==> src/rtl/dmem_arbiter.sv <==
// dmem_arbiter
//   Two-port round-robin arbiter and access sequencer for the word-addressed
//   data memory. Port 0 is the CPU datapath and port 1 is the loader/debug
//   master. A granted request is latched, checked, and then either played to
//   the memory for ACCESS_CYCLES cycles or rejected without touching memory.
//
// Parameters
//   DEPTH          memory size in 32-bit words (byte range 0 .. DEPTH*4-1)
//   ACCESS_CYCLES  cycles the memory strobes are held per access (1..15)
//
// Ports
//   clock, reset                 rising-edge clock, async active-high reset
//   req0/1, we0/1                request valid, 1 = store / 0 = load
//   addr0/1, wdata0/1            byte address and store data
//   gnt0/1                       one-cycle pulse: request accepted and latched
//   done0/1, err0/1              one-cycle completion pulse, error qualifier
//   rdata                        load result, valid with done, held otherwise
//   mem_address, mem_writeData   memory address / write data
//   mem_memWrite, mem_memRead    memory strobes, decoded from registered state
//   mem_readData                 combinational read data from the memory
module dmem_arbiter #(
  parameter int DEPTH         = 128,
  parameter int ACCESS_CYCLES = 1
) (
  input  logic        clock,
  input  logic        reset,
  input  logic        req0,
  input  logic        req1,
  input  logic        we0,
  input  logic        we1,
  input  logic [31:0] addr0,
  input  logic [31:0] addr1,
  input  logic [31:0] wdata0,
  input  logic [31:0] wdata1,
  output logic        gnt0,
  output logic        gnt1,
  output logic        done0,
  output logic        done1,
  output logic        err0,
  output logic        err1,
  output logic [31:0] rdata,
  output logic [31:0] mem_address,
  output logic [31:0] mem_writeData,
  output logic        mem_memWrite,
  output logic        mem_memRead,
  input  logic [31:0] mem_readData
);

  localparam logic [1:0] IDLE    = 2'd0;
  localparam logic [1:0] ACCESS  = 2'd1;
  localparam logic [1:0] DONE    = 2'd2;
  // A rejected request spends its gnt cycle here so that done/err follow one
  // cycle after gnt, the same spacing a single-cycle access has.
  localparam logic [1:0] BADWAIT = 2'd3;

  localparam logic [31:0] ADDR_LIMIT = 32'(DEPTH * 4);
  localparam logic [3:0]  CNT_LAST   = 4'(ACCESS_CYCLES - 1);

  logic [1:0]  state;
  logic        own;
  logic        last;
  logic [3:0]  cnt;
  logic        latWe;
  logic        latBad;
  logic [31:0] latAddr;
  logic [31:0] latWdata;
  logic [1:0]  gntQ;
  logic [31:0] rdataQ;

  logic        anyReq;
  logic        pick;
  logic        selWe;
  logic [31:0] selAddr;
  logic [31:0] selWdata;
  logic        selBad;
  logic        cntLast;

  // NOTE: every variable assigned in always_comb gets a default first, so no
  // path can leave it unassigned and infer a latch.
  always_comb begin
    anyReq   = req0 | req1;
    // On a tie the port that did not win last time is chosen.
    pick     = (req0 && req1) ? ~last : req1;
    selWe    = pick ? we1 : we0;
    selAddr  = pick ? addr1 : addr0;
    selWdata = pick ? wdata1 : wdata0;
    selBad   = (selAddr[1:0] != 2'b00) || (selAddr >= ADDR_LIMIT);
    cntLast  = (cnt == CNT_LAST);
  end

  // NOTE: sequential state uses non-blocking assignments so every register
  // samples pre-edge values regardless of statement order.
  always_ff @(posedge clock or posedge reset) begin
    if (reset) begin
      state    <= IDLE;
      own      <= 1'b0;
      last     <= 1'b1;
      cnt      <= 4'd0;
      latWe    <= 1'b0;
      latBad   <= 1'b0;
      latAddr  <= 32'd0;
      latWdata <= 32'd0;
      gntQ     <= 2'b00;
      rdataQ   <= 32'd0;
    end else begin
      gntQ <= 2'b00;
      case (state)
        IDLE: begin
          if (anyReq) begin
            own    <= pick;
            last   <= pick;
            cnt    <= 4'd0;
            gntQ   <= pick ? 2'b10 : 2'b01;
            latWe  <= selWe;
            latBad <= selBad;
            if (selBad) begin
              state <= BADWAIT;
            end else begin
              // Address/data registers load only for accesses that reach the
              // memory, so mem_address holds across rejected requests.
              latAddr  <= selAddr;
              latWdata <= selWdata;
              state    <= ACCESS;
            end
          end
        end
        BADWAIT: begin
          rdataQ <= 32'd0;
          state  <= DONE;
        end
        ACCESS: begin
          cnt <= cnt + 4'd1;
          if (cntLast) begin
            if (!latWe) rdataQ <= mem_readData;
            state <= DONE;
          end
        end
        default: state <= IDLE;  // DONE: requests are not sampled here
      endcase
    end
  end

  assign gnt0          = gntQ[0];
  assign gnt1          = gntQ[1];
  assign done0         = (state == DONE) && !own;
  assign done1         = (state == DONE) && own;
  assign err0          = done0 && latBad;
  assign err1          = done1 && latBad;
  assign rdata         = rdataQ;
  assign mem_address   = latAddr;
  assign mem_writeData = latWdata;
  // Strobes come straight from registered state; the write strobe is held to
  // the final access cycle so a store produces exactly one falling-edge write.
  assign mem_memRead   = (state == ACCESS) && !latWe;
  assign mem_memWrite  = (state == ACCESS) && latWe && cntLast;

endmodule
==> config.mk <==
export PLATFORM = sky130hd
export DESIGN_NAME = dmem_arbiter
export DESIGN_NICKNAME = d
export VERILOG_FILES = /design/src/rtl/dmem_arbiter.sv
export SDC_FILE = /design/constraint.sdc
export NUM_CORES = 1
export LEC_CHECK = 0
export ABC_AREA = 0
export CELL_PAD_IN_SITES_DETAIL_PLACEMENT = 1
export CELL_PAD_IN_SITES_GLOBAL_PLACEMENT = 1
export CORE_MARGIN = 4
export CORE_UTILIZATION = 30
export CTS_BUF_LIST = sky130_fd_sc_hd__clkbuf_8
export DETAILED_ROUTE_END_ITERATION = 6
export PLACE_DENSITY_LB_ADDON = 0.1
export REMOVE_ABC_BUFFERS = 1
export SYNTH_ARGS = -nofsm -noshare
export SYNTH_HDL_FRONTEND = slang
export SYNTH_SLANG_ARGS = --single-unit
==> constraint.sdc <==
create_clock -name clock -period 5.91 [get_ports clock]
set_input_delay 1.182 -clock clock [delete_from_list [all_inputs] [get_ports clock]]
set_output_delay 1.182 -clock clock [all_outputs]
set_load 0.005 [all_outputs]
==> results.md <==
* Outcome: finished, final reports clean
* Worst path required time at slightly above 6 ns
* Worst Skew at between 0.015 and 0.02 ns
* Final hold vios at 0
* Critical path's slowest cell: clkdlybuf4s50_1
* Hold_buf cts at 0
* Htree depth at 3
* Die ar. at ~17000 µm²
* Grt ovf at 0
* Critical Path Sink Type: flip-flop
* WS Path Type: input port to flip-flop
* Antenna Nets Post-Route at 0
* Post-CTS setup buffers at 0
* Syn-to-layout area delta at 69.05%
* Buffers on Ports at roughly 270
* Non-filler cells, final at 780
* Largest stage delay, worst path at roughly 0.53 ns
* Initial antenna violation count at 0
* Setup TNS at 0 ns
* Layout cells sized above 1 at 0.1174
* Post-DR wirelength/cell at between 15 and 20 µm
* Most common cell after layout, fill and taps aside: clkdlybuf4s50_1
* Vias per cell at between 4 and 5
* Ys flop type: dfrtp_1
* Final Core Density at 0.5204
* Main combinational cell family by area after synthesis: multiplexers
* Initial core utilization at 0.3078
* # diodes at 0
* Startpoint Class: input port
* Seq/Total Area, Yosys at 0.5998
* XOR/XNOR Fraction of Synth Area at 0.003886
* Clk slew on worst S/H paths at around 0.11 ns
* Crit path cell chain: clkdlybuf4s50_1 > a21boi_4 > buf_4 > nand4_1 > o22ai_2 > nand2_4 > mux2_1
* Maximum VDD drop at ~150 µV
* Post-synth top area cell: dfrtp_1
* Most frequent cells in the layout: clkdlybuf4s50_1, dfrtp_1, mux2_2, mux2_1, a22o_1
* Post-synthesis mux area share at 0.1971
* Crit share post-route at 0.6247
* Final nets at roughly 760
* Synth Cell Area at about 4500 µm²
* Clock root buffer master: clkbuf_8
* HP Class: flip-flop to flip-flop
* Mapped Cells at roughly 320
* GR Util met1 at 0.2010
* Setup-failing EPs final at 0
* Avg Cell Area, Syn at 13.91 µm²
* First-pass GRT wire length at between 20000 and 25000 µm
* Die Y-Extent at between 100 and 150 µm
* Synth unique cells at 34
* Share of the synthesized area in the top cell type at 0.5939
* Die Span X at about 130 µm
* Reg2Reg Setup Slack at ~3.2 ns
* DRC at 0
* Clock Latency Late Sink at 0.38 ns
* Via count at about 3700
* Number of global-route vias before repair at between 3000 and 4000
* FP Rows at 44
* Final min period at ~3.7 ns
* I/O Pins at 270
* # fillers at approximately 1500
* Pin slew with the least headroom to its limit at between 0.8 and 0.9 ns
* Worst Setup EP: mem_writeData[29]
* Post-synth EDFFs at 0
* DRT Wirelength at approximately 15000 µm
* WP data arrival at 3.95 ns
* #FFs+latches synth at 108
* Core area at 14640 µm²
* Max-cap viol count at 0
* Pre-antenna DRT Iters at 4
* RSZ-0062 raised after global routing: false
* GRT busiest layer: met2
* Fin. max-slew vios at 0
* Largest net degree at the start of global routing at 69
* Grt met2 use at 0.3014
* DP Cell Count at 763
* Leak Pwr at between 3 and 4 nW
* Asr flop ratio synth at 1.000
* WHS at around 0.50 ns
* Clock Sinks at ~110
* CP startpoint: req1
* Routability cong. at 0.7169
* Initial drt markers at 76
* Tot GR Track Use at 0.1720
* Max Freq at around 270 MHz
* Synth Area in Adders at 0.005551
* Met3 usage at 0.05285
* Synth warn at 0
* # resized after CTS at 0
* Placed wire-length estimate at 11710 µm
* Critical path peak fanout at 64
* CTS tree: built
* Worst r2r src: last
* Compound-cell area share of the yosys netlist at 0.08299
* CTS Buffer Depth at 2
* Rel. slew slack at 0.4433
* R2r worst-path depth at 6
* Post-Synth Simple-Gate Area at 0.08770
* Synth area leaders: dfrtp_1, mux2_2, mux2_1
* Worst r2r dst: mem_writeData[29]
* CTS buffer count at 9
* Power Dens Cells at between 200 and 300 nW/µm²
[cell usage after synthesis (2+ instances only)]
cell      instances
buf_2             5
mux2_2           43
ha_1              2
o21ai_1           2
nand4_1           4
nor2b_1           2
a21o_1            2
dfrtp_1         107
nor4_1           10
nor3_1            2
a22o_1           32
nand2_1           5
buf_6             3
o21ai_0           6
inv_1             3
nor2_1            8
and2_1           28
clkbuf_1          9
mux2_1           35
nor3b_1           2
[worst max-delay path, delay by kind of cell]
kind | cells | cell delay [ns]
buffers and inverters | 2 | 1.01
AOI/OAI and AO/OA | 2 | 0.61
muxes | 1 | 0.48
and+or+nand+nor | 2 | 0.60
[stage by stage]
stage / power, mW / area, µm² / setup WS (ns)
2_1_floorplan: 1.233 / 4415 / 1.884
3_3_place_gp: 1.656 / 7377 / 1.884
3_5_place_dp: 1.678 / 7377 / 1.743
4_1_cts: 2.205 / 7606 / 2.152
5_1_grt: 2.308 / 7621 / 1.955
6_report: 2.174 / 7621 / 2.218
[how the worst min path moves through the flow]
stage / from / endpoint / slack, ns / cells past startpoint
global placement: mem_address[9] / mem_address[9] / 0.47 / 1
CTS: mem_address[20] / mem_address[20] / 0.50 / 1
finish: mem_address[20] / mem_address[20] / 0.50 / 1
global route: mem_writeData[3] / mem_writeData[3] / 0.51 / 1
detailed placement: mem_address[27] / mem_address[27] / 0.47 / 1
floorplan: latBad / latBad / 0.46 / 2
[layer usage]
layer	share of wire	vias up
li1	-	1695
met1	0.39	1823
met2	0.50	161
met3	0.092	17
met4	0.017	0
met5	0	-
[where the power goes]
group	switching, mW	total, mW	internal [mW]	leakage, nW
combinational	0.271	0.716	0.444	1.79
clock	0.271	0.516	0.246	0.112
sequential	0.0817	0.942	0.860	1.47
total	0.624	2.17	1.55	3.37
[cell families after synthesis]
| kind of cell | Yosys count |
|---|---|
| DFF | 108 |
| muxes | 79 |
| and+or+nand+nor | 67 |
| AOI/OAI and AO/OA | 46 |
| buffers and inverters | 20 |
| xor gates and xnor gates | 2 |
| adders and majority gates | 2 |
[flip-flops by register name, indices dropped and copies added, names as in the netlist, 2 cells and up]
name           count
mem_writeData     32
gntQ               2
mem_address       32
rdata             32
cnt                4
state              2
[final cells by class]
class,count,area (µm²),area share
Tap cell,184,230.2,0.03021
Sequential cell,108,2704,0.3548
Clock inverter,7,105.1,0.01379
Clock buffer,9,123.9,0.01625
Multi-Input combinational cell,196,1714,0.2249
Timing Repair Buffer,273,2730,0.3582
Inverter,3,13.76,0.001806
Power figures use the tool's default switching activity.
==> edit: new RTL, same flow settings <==
Register the outputs `err0` and `err1`; this adds one clock of latency there. The other outputs are not delayed to match. Comments in the files are not updated.
--- a/src/rtl/dmem_arbiter.sv
+++ b/src/rtl/dmem_arbiter.sv
@@ -145,6 +145,8 @@
   assign done0         = (state == DONE) && !own;
   assign done1         = (state == DONE) && own;
-  assign err0          = done0 && latBad;
-  assign err1          = done1 && latBad;
+  always_ff @(posedge clock) begin
+    err0 <= done0 && latBad;
+    err1 <= done1 && latBad;
+  end
   assign rdata         = rdataQ;
   assign mem_address   = latAddr;
Check against the original RTL: not equivalent (Yosys sat finds a counterexample within 4 cycles, from zero or initial values and one cycle with reset high).
==> edit against the unedited design <==
  * First-iteration DRC count is 55% higher
  * Wire length increased by 1.3%
  * Synthesized area up 0.89%
  * Global-route usage is 0.96 points higher
  * Cell count up 0.38%
  * Worst setup slack improved by 0.26 ns
  * Utilization increased by 0.069 points
  * Critical path depth shrank 2
  * Sequential cell count increased by 2
  * Register-to-register slack gained 0.09 ns
  * Count of clock-buffer cells in the layout grew 2
  * Power down 0.19%
  * Design area rose by 0.51%
==> edit: results (changes against the unedited design) <==
\begin{tabular}{lr}
\hline
Metric & Value \\
\hline
\multicolumn{2}{l}{\textbf{Logic synthesis}} \\
FFs w/ async S/R, synth & 98.2\% (was 100\%) \\
Part of the Yosys area used for sequential elements & 60.3\% (was 60.0\%) \\
Yosys cell types & 35 (was 34) \\
Cell types with the largest area share after synthesis & sky130\_fd\_sc\_hd\_\_dfrtp\_1 59\%, sky130\_fd\_sc\_hd\_\_mux2\_2 11\%, sky130\_fd\_sc\_hd\_\_mux2\_1 8.7\%, sky130\_fd\_sc\_hd\_\_a22o\_1 6.2\%, sky130\_fd\_sc\_hd\_\_and2\_1 3.9\% (unchanged) \\
\multicolumn{2}{l}{\textbf{Finish}} \\
Number of nets in the layout & 760 (was 759) \\
Number of inserted filler cells in the final layout & 1518 (was 1539) \\
Final Non-Filler Cells & 783 (was 780) \\
Proportion of layout cells with a drive suffix above 1 & 11.6\% (was 11.7\%) \\
\multicolumn{2}{l}{\textbf{Critical path}} \\
Crit path arrival time & 2.25 ns (was 3.95 ns) \\
Reg2Reg Capture Point & rdata[24] (was mem\_writeData[29]) \\
Kind of cell with the highest combined delay on the critical path & simple AND/OR/NAND/NOR gates (was buffers and inverters) \\
Largest stage delay on the critical path & 0.51 ns (was 0.53 ns) \\
Reg-to-reg setup timing slack & 3.31 ns (was 3.22 ns) \\
\multicolumn{2}{l}{\textbf{Worst hold path}} \\
Capture endpoint of the worst hold path & mem\_address[13] (was mem\_address[20]) \\
Worst hold start & mem\_address[13] (was mem\_address[20]) \\
\multicolumn{2}{l}{\textbf{Detailed routing}} \\
Violation count after the first detailed-routing iteration & 118 (was 76) \\
1st-pass router iterations & 3 (was 4) \\
Average vias per placed instance & 4.70 (was 4.74) \\
Detailed-route wire length & 15300 um (was 15100 um) \\
\multicolumn{2}{l}{\textbf{STA}} \\
Final worst clock skew & 0.0101 ns (was 0.0165 ns) \\
Hold slack & 0.494 ns (was 0.498 ns) \\
\multicolumn{2}{l}{\textbf{Global route}} \\
Pin count of the biggest net entering global routing & 65 (was 69) \\
Global-route wire length before repair & 24700 um (was 22500 um) \\
\multicolumn{2}{l}{\textbf{Pwr}} \\
IR Drop Worst-Case VDD & 0.187 mV (was 0.148 mV) \\
Reported leakage power & 3.39 nW (was 3.37 nW) \\
\multicolumn{2}{l}{\textbf{Run status}} \\
Status & complete, no violations (unchanged) \\
\multicolumn{2}{l}{\textbf{Place}} \\
Worst setup timing slack at the placement stage & 2.33 ns (was 1.74 ns) \\
\hline
\end{tabular}
-- edit: changes by cell type after synthesis --
| cell | change |
|---|---|
| sky130_fd_sc_hd__dfxtp_1 | +2 |
-- edit: cell families (layout without fill, tap and decap cells) --
kind of cell / after synthesis / in the layout / synth area share, %
fa+ha+maj: 2 / 2 / 0.550
flops: 110 / 110 / 60.3
simple gates: 67 / 67 / 8.69
mux: 79 / 79 / 19.5
xor+xnor: 2 / 2 / 0.385
buf+inv: 20 / 291 / 2.28
other cells: 0 / 2 / 0
compound gates: 46 / 46 / 8.23
-- edit: how the worst max path moves through the flow --
| stage | slack, ns | end | from |
|---|---|---|---|
| finish | 2.48 | mem_memWrite | cnt[0] |
| global route | 2.34 | mem_memWrite | cnt[0] |
| CTS | 2.45 | mem_memWrite | cnt[0] |
| detailed placement | 2.33 | mem_writeData[13] | addr0[9] |
| global placement | 2.42 | mem_writeData[8] | addr0[9] |
| floorplan | 1.88 | cnt[0] | reset |
-- edit: where the power goes --
group / total [mW] / switching (mW) / internal, mW / leakage (nW)
Sequential: 0.963 / 0.0847 / 0.878 / 1.49
Combinational: 0.723 / 0.268 / 0.455 / 1.79
Clock: 0.484 / 0.260 / 0.224 / 0.108
Total: 2.17 / 0.613 / 1.56 / 3.39
-- edit: final cells by class --
type                       count  area (sq um)  share of cell area [%]
antenna                        2          5.00                  0.0653
clock buffer                  11           151                    1.98
clock inverter                 5          66.3                   0.866
inverter                       3          13.8                   0.180
multi-input combinational    196          1710                    22.4
sequential                   110          2740                    35.8
tap                          184           230                    3.01
timing repair buffer         272          2740                    35.7
-- edit: layer usage --
metal	GRT usage, %	vias to the layer above	wire [um]
met5	0	-	0
met1	19.9	1794	5700
li1	-	1699	-
met2	30.7	169	7640
met3	7.91	21	1610
met4	7.93	0	386
